==> config.mk <==
export PLATFORM = sky130hd
export DESIGN_NAME = est_update_serial
export DESIGN_NICKNAME = d
export VERILOG_FILES = /design/src/rtl/est_pkg.sv /design/src/rtl/est_innov_sub.sv /design/src/rtl/est_update_serial.sv
export SDC_FILE = /design/constraint.sdc
export NUM_CORES = 2
export LEC_CHECK = 0
export ABC_AREA = 1
export CAP_MARGIN = 20
export CORE_ASPECT_RATIO = 1.2
export CORE_MARGIN = 5
export CORE_UTILIZATION = 40
export CTS_BUF_LIST = sky130_fd_sc_hd__clkbuf_8
export CTS_CLUSTER_DIAMETER = 40
export DETAILED_ROUTE_END_ITERATION = 6
export GPL_TIMING_DRIVEN = 0
export PLACE_DENSITY = 0.61
export SLEW_MARGIN = 20
export SYNTH_ARGS = -nofsm -noshare
export SYNTH_HDL_FRONTEND = slang
export SYNTH_SLANG_ARGS = --single-unit
==> constraint.sdc <==
create_clock -name clk -period 9.6 [get_ports clk]
set_clock_uncertainty 0.2 [all_clocks]
set_input_delay 1.92 -clock clk [delete_from_list [all_inputs] [get_ports clk]]
set_output_delay 1.92 -clock clk [all_outputs]
set_load 0.1 [all_outputs]
==> src/rtl/est_pkg.sv <==
// Shared definitions for the Kalman measurement-update stage.
// Default word geometry, FSM state encoding, and the two numeric helpers
// (result fitting and product-sum alignment).
// Build option: define EST_UPD_SAT_EN to make fit() saturate; otherwise it wraps.
package est_pkg;

  localparam int EST_N    = 20;
  localparam int EST_FRAC = 10;

  // Sequencer states; encodings 6 and 7 are illegal and fall back to IDLE.
  typedef logic [2:0] est_state_t;
  localparam est_state_t S_IDLE  = 3'd0;
  localparam est_state_t S_INNOV = 3'd1;
  localparam est_state_t S_LOAD0 = 3'd2;
  localparam est_state_t S_CAP0  = 3'd3;
  localparam est_state_t S_LOAD1 = 3'd4;
  localparam est_state_t S_CAP1  = 3'd5;

  // Fit a signed value (carried in a 64-bit container) into n bits.
  // The caller keeps the low n bits of the result; n must be 2..32.
  function automatic logic signed [63:0] fit(input logic signed [63:0] v, input int n);
`ifdef EST_UPD_SAT_EN
    logic signed [63:0] hi;
    logic signed [63:0] lo;
    hi = (64'sd1 <<< (n - 1)) - 64'sd1;
    lo = -(64'sd1 <<< (n - 1));
    if (v > hi) return hi;
    else if (v < lo) return lo;
    else return v;
`else
    // Two's-complement wrap: keep the low n bits, sign-extended.
    return (v <<< (64 - n)) >>> (64 - n);
`endif
  endfunction

  // Align a 2N-bit full-precision product sum back to the N-bit word:
  // drop the low frac bits (floor toward -inf). Caller keeps the low N bits.
  function automatic logic signed [63:0] trunc_2N_to_N(input logic signed [63:0] sum,
                                                       input int frac);
    return sum >>> frac;
  endfunction

endpackage

==> src/rtl/est_innov_sub.sv <==
// Registered two-lane innovation subtractor: y = fit(z - zh), with the
// difference formed at N+1 bits so the overflow is visible to fit().
// Lanes update only while en is high; otherwise they hold.
module est_innov_sub
  import est_pkg::*;
#(
  parameter int N = EST_N
) (
  input  logic         clk,
  input  logic         rst,
  input  logic         en,
  input  logic [N-1:0] z0,
  input  logic [N-1:0] zh0,
  input  logic [N-1:0] z1,
  input  logic [N-1:0] zh1,
  output logic [N-1:0] y0,
  output logic [N-1:0] y1
);

  logic signed [N:0] diff0;
  logic signed [N:0] diff1;

  assign diff0 = $signed({z0[N-1], z0}) - $signed({zh0[N-1], zh0});
  assign diff1 = $signed({z1[N-1], z1}) - $signed({zh1[N-1], zh1});

  // Capture both fitted differences when enabled.
  always_ff @(posedge clk) begin
    if (rst) begin
      y0 <= '0;
      y1 <= '0;
    end else if (en) begin
      y0 <= N'(fit(64'(diff0), N));
      y1 <= N'(fit(64'(diff1), N));
    end
  end

endmodule

==> src/rtl/est_update_serial.sv <==
// Kalman measurement update: Y = z - zh, X = x + K*Y for a 2-element state.
// One row of K*Y is formed per pass with two shared multipliers and a 2N adder;
// the two rows are processed serially (IDLE->INNOV->LOAD0->CAP0->LOAD1->CAP1).
// Build option: EST_UPD_SAT_EN selects saturating fit(); default wraps.
// Handshake: start is a request taken only in IDLE (inputs latched that cycle);
// busy is high outside IDLE; done pulses for one cycle when X10 is valid, and
// that cycle is already IDLE so a new start there is accepted.
module est_update_serial
  import est_pkg::*;
#(
  parameter int N    = EST_N,
  parameter int FRAC = EST_FRAC
) (
  input  logic         clk,
  input  logic         rst,
  input  logic         start,
  input  logic [N-1:0] k00,
  input  logic [N-1:0] k01,
  input  logic [N-1:0] k10,
  input  logic [N-1:0] k11,
  input  logic [N-1:0] x00,
  input  logic [N-1:0] x10,
  input  logic [N-1:0] z00,
  input  logic [N-1:0] z10,
  input  logic [N-1:0] zh00,
  input  logic [N-1:0] zh10,
  output logic         busy,
  output logic         done,
  output logic [N-1:0] Y00,
  output logic [N-1:0] Y10,
  output logic [N-1:0] X00,
  output logic [N-1:0] X10
);

  est_state_t state;
  est_state_t state_nxt;

  logic [N-1:0] k00_q, k01_q, k10_q, k11_q;
  logic [N-1:0] x00_q, x10_q;
  logic [N-1:0] z00_q, z10_q, zh00_q, zh10_q;

  logic [N-1:0] op_k0, op_y0, op_k1, op_y1;

  logic signed [2*N-1:0] prod0;
  logic signed [2*N-1:0] prod1;
  logic signed [2*N-1:0] prod_sum;
  logic signed [N-1:0]   s;
  logic [N-1:0]          x_sel;
  logic signed [N:0]     x_sum;
  logic [N-1:0]          x_fit;

  // State register.
  always_ff @(posedge clk) begin
    if (rst) state <= S_IDLE;
    else     state <= state_nxt;
  end

  // Next-state: fixed walk through the two rows; illegal codes go to IDLE.
  always_comb begin
    state_nxt = S_IDLE;
    case (state)
      S_IDLE:  state_nxt = start ? S_INNOV : S_IDLE;
      S_INNOV: state_nxt = S_LOAD0;
      S_LOAD0: state_nxt = S_CAP0;
      S_CAP0:  state_nxt = S_LOAD1;
      S_LOAD1: state_nxt = S_CAP1;
      S_CAP1:  state_nxt = S_IDLE;
      default: state_nxt = S_IDLE;
    endcase
  end

  // FSM outputs decoded from the current state.
  always_comb begin
    busy = (state != S_IDLE);
  end

  // Latch the operation's inputs on an accepted start so callers may move on.
  always_ff @(posedge clk) begin
    if (rst) begin
      k00_q <= '0; k01_q <= '0; k10_q <= '0; k11_q <= '0;
      x00_q <= '0; x10_q <= '0;
      z00_q <= '0; z10_q <= '0; zh00_q <= '0; zh10_q <= '0;
    end else if (state == S_IDLE && start) begin
      k00_q <= k00; k01_q <= k01; k10_q <= k10; k11_q <= k11;
      x00_q <= x00; x10_q <= x10;
      z00_q <= z00; z10_q <= z10; zh00_q <= zh00; zh10_q <= zh10;
    end
  end

  est_innov_sub #(
    .N (N)
  ) u_innov (
    .clk (clk),
    .rst (rst),
    .en  (state == S_INNOV),
    .z0  (z00_q),
    .zh0 (zh00_q),
    .z1  (z10_q),
    .zh1 (zh10_q),
    .y0  (Y00),
    .y1  (Y10)
  );

  // Multiplier operand registers: row 0 of K in LOAD0, row 1 in LOAD1.
  always_ff @(posedge clk) begin
    if (rst) begin
      op_k0 <= '0; op_y0 <= '0; op_k1 <= '0; op_y1 <= '0;
    end else if (state == S_LOAD0) begin
      op_k0 <= k00_q; op_y0 <= Y00; op_k1 <= k01_q; op_y1 <= Y10;
    end else if (state == S_LOAD1) begin
      op_k0 <= k10_q; op_y0 <= Y00; op_k1 <= k11_q; op_y1 <= Y10;
    end
  end

  // Shared datapath: two full-precision products, 2N sum (wraps at 2N),
  // floor-aligned to N bits, then added to the row's state at N+1 bits.
  assign prod0    = $signed(op_k0) * $signed(op_y0);
  assign prod1    = $signed(op_k1) * $signed(op_y1);
  assign prod_sum = prod0 + prod1;
  assign s        = N'(trunc_2N_to_N(64'(prod_sum), FRAC));
  assign x_sel    = (state == S_CAP0) ? x00_q : x10_q;
  assign x_sum    = $signed({x_sel[N-1], x_sel}) + $signed({s[N-1], s});
  assign x_fit    = N'(fit(64'(x_sum), N));

  // Corrected-state outputs and the completion pulse.
  always_ff @(posedge clk) begin
    if (rst) begin
      X00  <= '0;
      X10  <= '0;
      done <= 1'b0;
    end else begin
      done <= (state == S_CAP1);
      if (state == S_CAP0) X00 <= x_fit;
      if (state == S_CAP1) X10 <= x_fit;
    end
  end

endmodule

Word-level counts from Yosys, hierarchy flattened --
Cells that the tools add are included.
Word-level totals: bits of input ports 203, bits in latches 0, memories 0, bits in registers 364, RAM bits 0, bits in read-only memories 0
Cells by class: equality and inequality tests 5, $add $sub $neg 4, bitwise gates (word level) 0, div/mod/pow operators 0, shift-type cells 0, reduce and logical (&&, ||, !) cells 4, $mul 2, mux-type cells 11, $lt $le $gt $ge 0
Operator list (count):
- two-way mux 20 bit | 9
- multiplier 20 x 20 -> 30 bit | 2
- subtractor 20 bit | 2
- adder 30 bit | 1
- adder 20 bit | 1
- one-hot mux 3 bit (5 select lines) | 1
- == test 3 x 2 -> 1 bit, second input constant | 2
- == test 3 bit, second input constant | 2
- == test 3 x 1 -> 1 bit, second input constant | 1
- logical NOT 3 bit | 1
- nonzero test 3 bit | 1
- nonzero test 2 bit | 1
- logical AND 1 bit | 1
- two-way mux 1 bit | 1

Depth between registers and ports, before layout --
depth in word-level cells 3, depth in mapped cells 43

By module --
Synthesis repeated with hierarchy kept, for this count alone.
Unflattened totals: cell total of the unflattened synthesis 5545, area total of the unflattened synthesis 41656.2 um^2
By module, submodules not included:
- est_update_serial | area an instance 37597.3 um^2, sequential area each 6486.2 um^2, instances 1, cells each 4848
- est_innov_sub | area an instance 4058.9 um^2, sequential area each 800.8 um^2, instances 1, cells each 697

Worst setup path after synthesis --
OpenSTA, ideal clock, no wires.
kind register to register, from register op_k0[11], to register X10[19], library setup time 0.128 ns, period minus slack after synthesis 8.122 ns, data arrival time 7.794 ns, path slack 1.478 ns, stages on the path, launching flop included 37, cell sequence dfxtp_1 -> clkbuf_1 -> buf_1 -> nand2_1 -> inv_1 -> fa_1 -> fa_1 -> fa_1 -> inv_1 -> fa_1 -> fa_1 -> inv_1 -> fa_1 -> fa_1 -> inv_1 -> fa_1 -> inv_1 -> ha_1 -> a21oi_1 -> inv_1 -> a21oi_1 -> nand2_1 -> a21boi_1 -> o21ai_1 -> nand2_1 -> nand2_1 -> xnor2_1 -> inv_1 -> ha_1 -> inv_1 -> nor3_1 -> nand2_1 -> o311ai_1 -> xor2_1 -> nand3_1 -> nand2_1 -> a21oi_1
Between the ends: word-level cells in the longest chain between the ends 3
Ends and longest elaborated chain:
- from (decl) | RTL line est_update_serial.sv:42 | logic [N-1:0] op_k0, op_y0, op_k1, op_y1;
- from (signal assigned) | RTL line est_update_serial.sv:107 | op_k0 <= '0; op_y0 <= '0; op_k1 <= '0; op_y1 <= '0;
- from (signal assigned) | RTL line est_update_serial.sv:109 | op_k0 <= k00_q; op_y0 <= Y00; op_k1 <= k01_q; op_y1 <= Y10;
- from (signal assigned) | RTL line est_update_serial.sv:111 | op_k0 <= k10_q; op_y0 <= Y00; op_k1 <= k11_q; op_y1 <= Y10;
- multiplier 20 x 20 -> 30 bit | RTL line est_update_serial.sv:117 | assign prod0 = $signed(op_k0) * $signed(op_y0);
- adder 30 bit | RTL line est_update_serial.sv:119 | assign prod_sum = prod0 + prod1;
- adder 20 bit | RTL line est_update_serial.sv:122 | assign x_sum = $signed({x_sel[N-1], x_sel}) + $signed({s[N-1], s});
- to (signal assigned) | RTL line est_update_serial.sv:134 | if (state == S_CAP1) X10 <= x_fit;
- to (decl) | RTL line est_update_serial.sv:32 | output logic [N-1:0] X10
Every way passes these cells. A chain may end at the register's enable or synchronous reset.

Worst setup path in the final report --
from register op_k0[6], to register X00[17]
Between the ends: word-level cells in the longest chain between the ends 3
Ends and longest elaborated chain:
- multiplier 20 x 20 -> 30 bit | RTL line est_update_serial.sv:117
- adder 30 bit | RTL line est_update_serial.sv:119
- adder 20 bit | RTL line est_update_serial.sv:122
- to (signal assigned) | RTL line est_update_serial.sv:133 | if (state == S_CAP0) X00 <= x_fit;
- to (decl) | RTL line est_update_serial.sv:31 | output logic [N-1:0] X00,
Every way passes these cells.

==> reports/qor.txt <==
critical path capture point type: register
Critical Path Max Stage Delay: 550 ps
Post-Place Cells: 6848
Yosys top cell by area: fa_1
worst-case clock buffer depth: 3
reg-to-reg setup timing slack: 430 ps
CTS clock-pin slew for the worst setup and hold paths: 70 ps
initial antenna violation count: 5
Die X: 301 um
CP top delay family: adder cells
Hold Crit Class: reg -> reg
Fillers: 10200
Vias: 33600
Placer Congestion: 0.946
drt first-iter violations: 1918
average wire per standard cell: 18.5 um
Initial Util: 40.1%
Pwr Total: 7910 uW
largest family of logic cells by synthesized area: adder cells
vias in the first global route: 35300
leak pwr: 0.0253 uW
Std-Cell Rows: 128
Final Max Slew Viols: 0
clk root buf: clkbuf_8
Synth top area share: 33.0%
final setup violation count: 0
fin crit period: 9170 ps
Sink Count: 364
ys flop type: dfxtp_1
DP HPWL: 113 mm
FMAX: 109 MHz
H-tree Lvls: 2
Antenna Nets Post-Route: 0
CORE AREA: 101000 um2
fin cells: 6965
I/O pins: 285
kind of critical path: reg -> reg
crit share post-route: 95.5%
Synth area leaders: fa_1 (33%), dfxtp_1 (18%), inv_1 (14%)
R2R cell count: 37
Async SR Flop Fraction: 0%
syn_nets: 6311
first-pass GRT wire length: 201 mm
EDFF count, synth: 0
sequential area share after synthesis: 18.0%
leading cell types by count after synthesis: inv_1 (1467), nand2_1 (951), fa_1 (668), o21ai_0 (433), a21oi_1 (399)
full die area: 108000 um2
outcome: finished, final reports clean
#FFs+latches synth: 364
drt drc: 0
Slew HR: 26.0%
CTS tree: built
RSZ-0062 raised after global routing: no
Area Overhead vs Synth: 15.1%
Worst EP required: 10010 ps
Finished Core Util: 46.1%
reg2reg end: X00[17]$_SDFFE_PP0P_
depth of the worst hold-timing path: 2
Buffers on Ports: 284
Cell Area, Synth: 40500 um2
Pwr per Cell Area: 170 nW/um2
largest net degree at the start of global routing: 18
CP bufs+invs: 9
Distinct cells, synth: 45
mux share of post-synthesis cell area: 0%
most frequent cell after synthesis: inv_1
Slew @ Worst Pin: 1100 ps
TritonCTS buffer count: 61
post-synthesis adder-cell area fraction: 40.5%
Max rail drop VDD: 146 uV
fraction of layout cells with a size suffix above 1: 4.57%
Worst Hold Launch: k11_q[17]$_SDFFE_PP0P_
worst skew pair latency: 700 ps
post-synthesis simple-gate area fraction: 11.4%
Die Ht: 359 um
Total GRT Usage: 24.2%
YS warnings: 0
startpoint types: register
compound-cell area share of the yosys netlist: 11.9%
cell mode on critical path: fa_1
Layout Nets: 6660
worst r2r src: op_k0[6]$_SDFFE_PP0P_
Synth Area in XOR/XNOR: 1.97%
WHS Endpoint: k11_q[17]$_SDFFE_PP0P_
Place WS: -72.7 ps
min setup slack post-route: 434 ps
Crit path arrival time: 9580 ps
GRT overflow: 0
TritonRoute pass-1 iters: 5
MaxCap Viol Count: 0
Cells after Synth: 5199
Final Hold Vio Count: 0
syn avg cell area: 7.79 um2
Via-to-Cell Ratio: 4.83
Max FO, Critical Path: 10
CP max-delay cell: fa_1
Routed WL: 129 mm
timing repair:
action                                  4_1_cts  5_1_grt
endpoints found under the setup margin        2       14
pin swaps                                     0        1
setup buffers                                 0        5
hold buffers                                  0        0
gates resized for setup                       7      229
endpoints found under the hold margin         0        0
cell usage in the layout (no fill, tap or decap), types with 5 or more instances in the layout:
cell	Yosys	final
a21boi_1	5	5
a21o_1	8	8
a21oi_1	399	399
a31oi_1	8	8
buf_1	16	11
buf_2	7	14
buf_4	4	13
clkbuf_1	238	143
clkbuf_2	0	75
clkbuf_4	0	11
clkbuf_8	0	77
clkdlybuf4s50_1	0	284
clkinv_2	0	6
dfxtp_1	364	360
fa_1	668	668
ha_1	241	241
inv_1	1467	1480
inv_2	5	5
nand2_1	951	951
nand2_2	11	11
nand3_1	59	59
nand4_1	11	11
nor2_1	94	94
nor3_1	11	10
o211ai_1	23	23
o21ai_0	433	432
o21ai_1	11	12
o21bai_1	18	18
o31ai_1	6	6
or2_1	6	6
or2_2	12	12
xnor2_1	35	35
xor2_1	56	56
registers in the layout (all words and copies together) (netlist names):
signal      flops
zh10_q         20
u_innov.y0     20
X10            20
op_k0          20
done            1
z10_q          20
k10_q          20
u_innov.y1     20
z00_q          20
k00_q          20
zh00_q         20
op_y1          20
x10_q          20
k11_q          20
state           3
x00_q          20
k01_q          20
op_k1          20
X00            20
op_y0          20
cells by family (layout without fill, tap and decap cells):
| kind of cell | after synthesis | in the layout |
|---|---|---|
| buffers and inverters | 1743 | 2141 |
| and+or+nand+nor | 1170 | 1170 |
| AOI/OAI and AO/OA | 922 | 922 |
| adders and majority gates | 909 | 909 |
| DFF | 364 | 364 |
| xor gates and xnor gates | 91 | 91 |
| other | 0 | 3 |
final cells by class:
cell class,instances,area [um2],area share (%)
multi-input combinational,3092,26600,57.1
sequential,364,7290,15.6
inverter,1475,5540,11.9
timing repair buffer,289,2880,6.18
tap,1365,1710,3.66
buffer,265,1200,2.57
clock buffer,77,1060,2.27
clock inverter,35,313,0.671
antenna,3,7.51,0.0161
worst max-delay path by stage:
stage | start | endpoint | slack [ps] | cells past startpoint
final | op_k0[6]$_SDFFE_PP0P_ | X00[17]$_SDFFE_PP0P_ | 430 | 37
after global routing | op_y0[2]$_SDFFE_PP0P_ | X00[17]$_SDFFE_PP0P_ | 2 | 40
after CTS | op_y1[11]$_SDFFE_PP0P_ | X10[19]$_SDFFE_PP0P_ | 20 | 33
after detailed placement | op_k1[19]$_SDFFE_PP0P_ | X10[19]$_SDFFE_PP0P_ | -70 | 34
after global placement | op_k0[7]$_SDFFE_PP0P_ | X10[19]$_SDFFE_PP0P_ | -100 | 35
after floorplan | op_k0[11]$_SDFFE_PP0P_ | X10[19]$_SDFFE_PP0P_ | 1480 | 36
stage by stage:
| stage | hold WS (ps) | TNS, ps | area [um2] |
|---|---|---|---|
| 5_1_grt | 259 | 0 | 46600 |
| 3_5_place_dp | 232 | -125 | 45100 |
| 6_report | 241 | 0 | 46600 |
| 3_3_place_gp | 230 | -167 | 45100 |
| 4_1_cts | 242 | 0 | 46400 |
| 2_1_floorplan | 220 | 0 | 40500 |
worst reg2reg max path, delay by kind of cell, from the launching register on:
family | cells | cell delay (ps)
xor gates and xnor gates | 1 | 300
buffers and inverters | 9 | 900
AOI/OAI and AO/OA | 8 | 1330
DFF | 1 | 480
adders and majority gates | 10 | 4800
and+or+nand+nor | 9 | 1100
report_power, final:
group          internal (uW)  switching, uW  leakage (uW)  total (uW)
logic                   1460           3040        0.0215        4490
registers               1710            175       0.00300        1890
clock network            843            686      0.000750        1530
metal layers:
metal  wire, um  global-route usage [%]  vias to the layer above  part of all wire, %
met4       6780                    10.6                        0                  5.3
li1           -                       -                    16000                    -
met2      65400                    44.4                      965                   51
met5          0                       0                        -                    0
met1      49700                    28.1                    16400                   39
met3       7120                    3.44                      296                  5.5
Note: power is estimated with default switching activity, not from simulation.
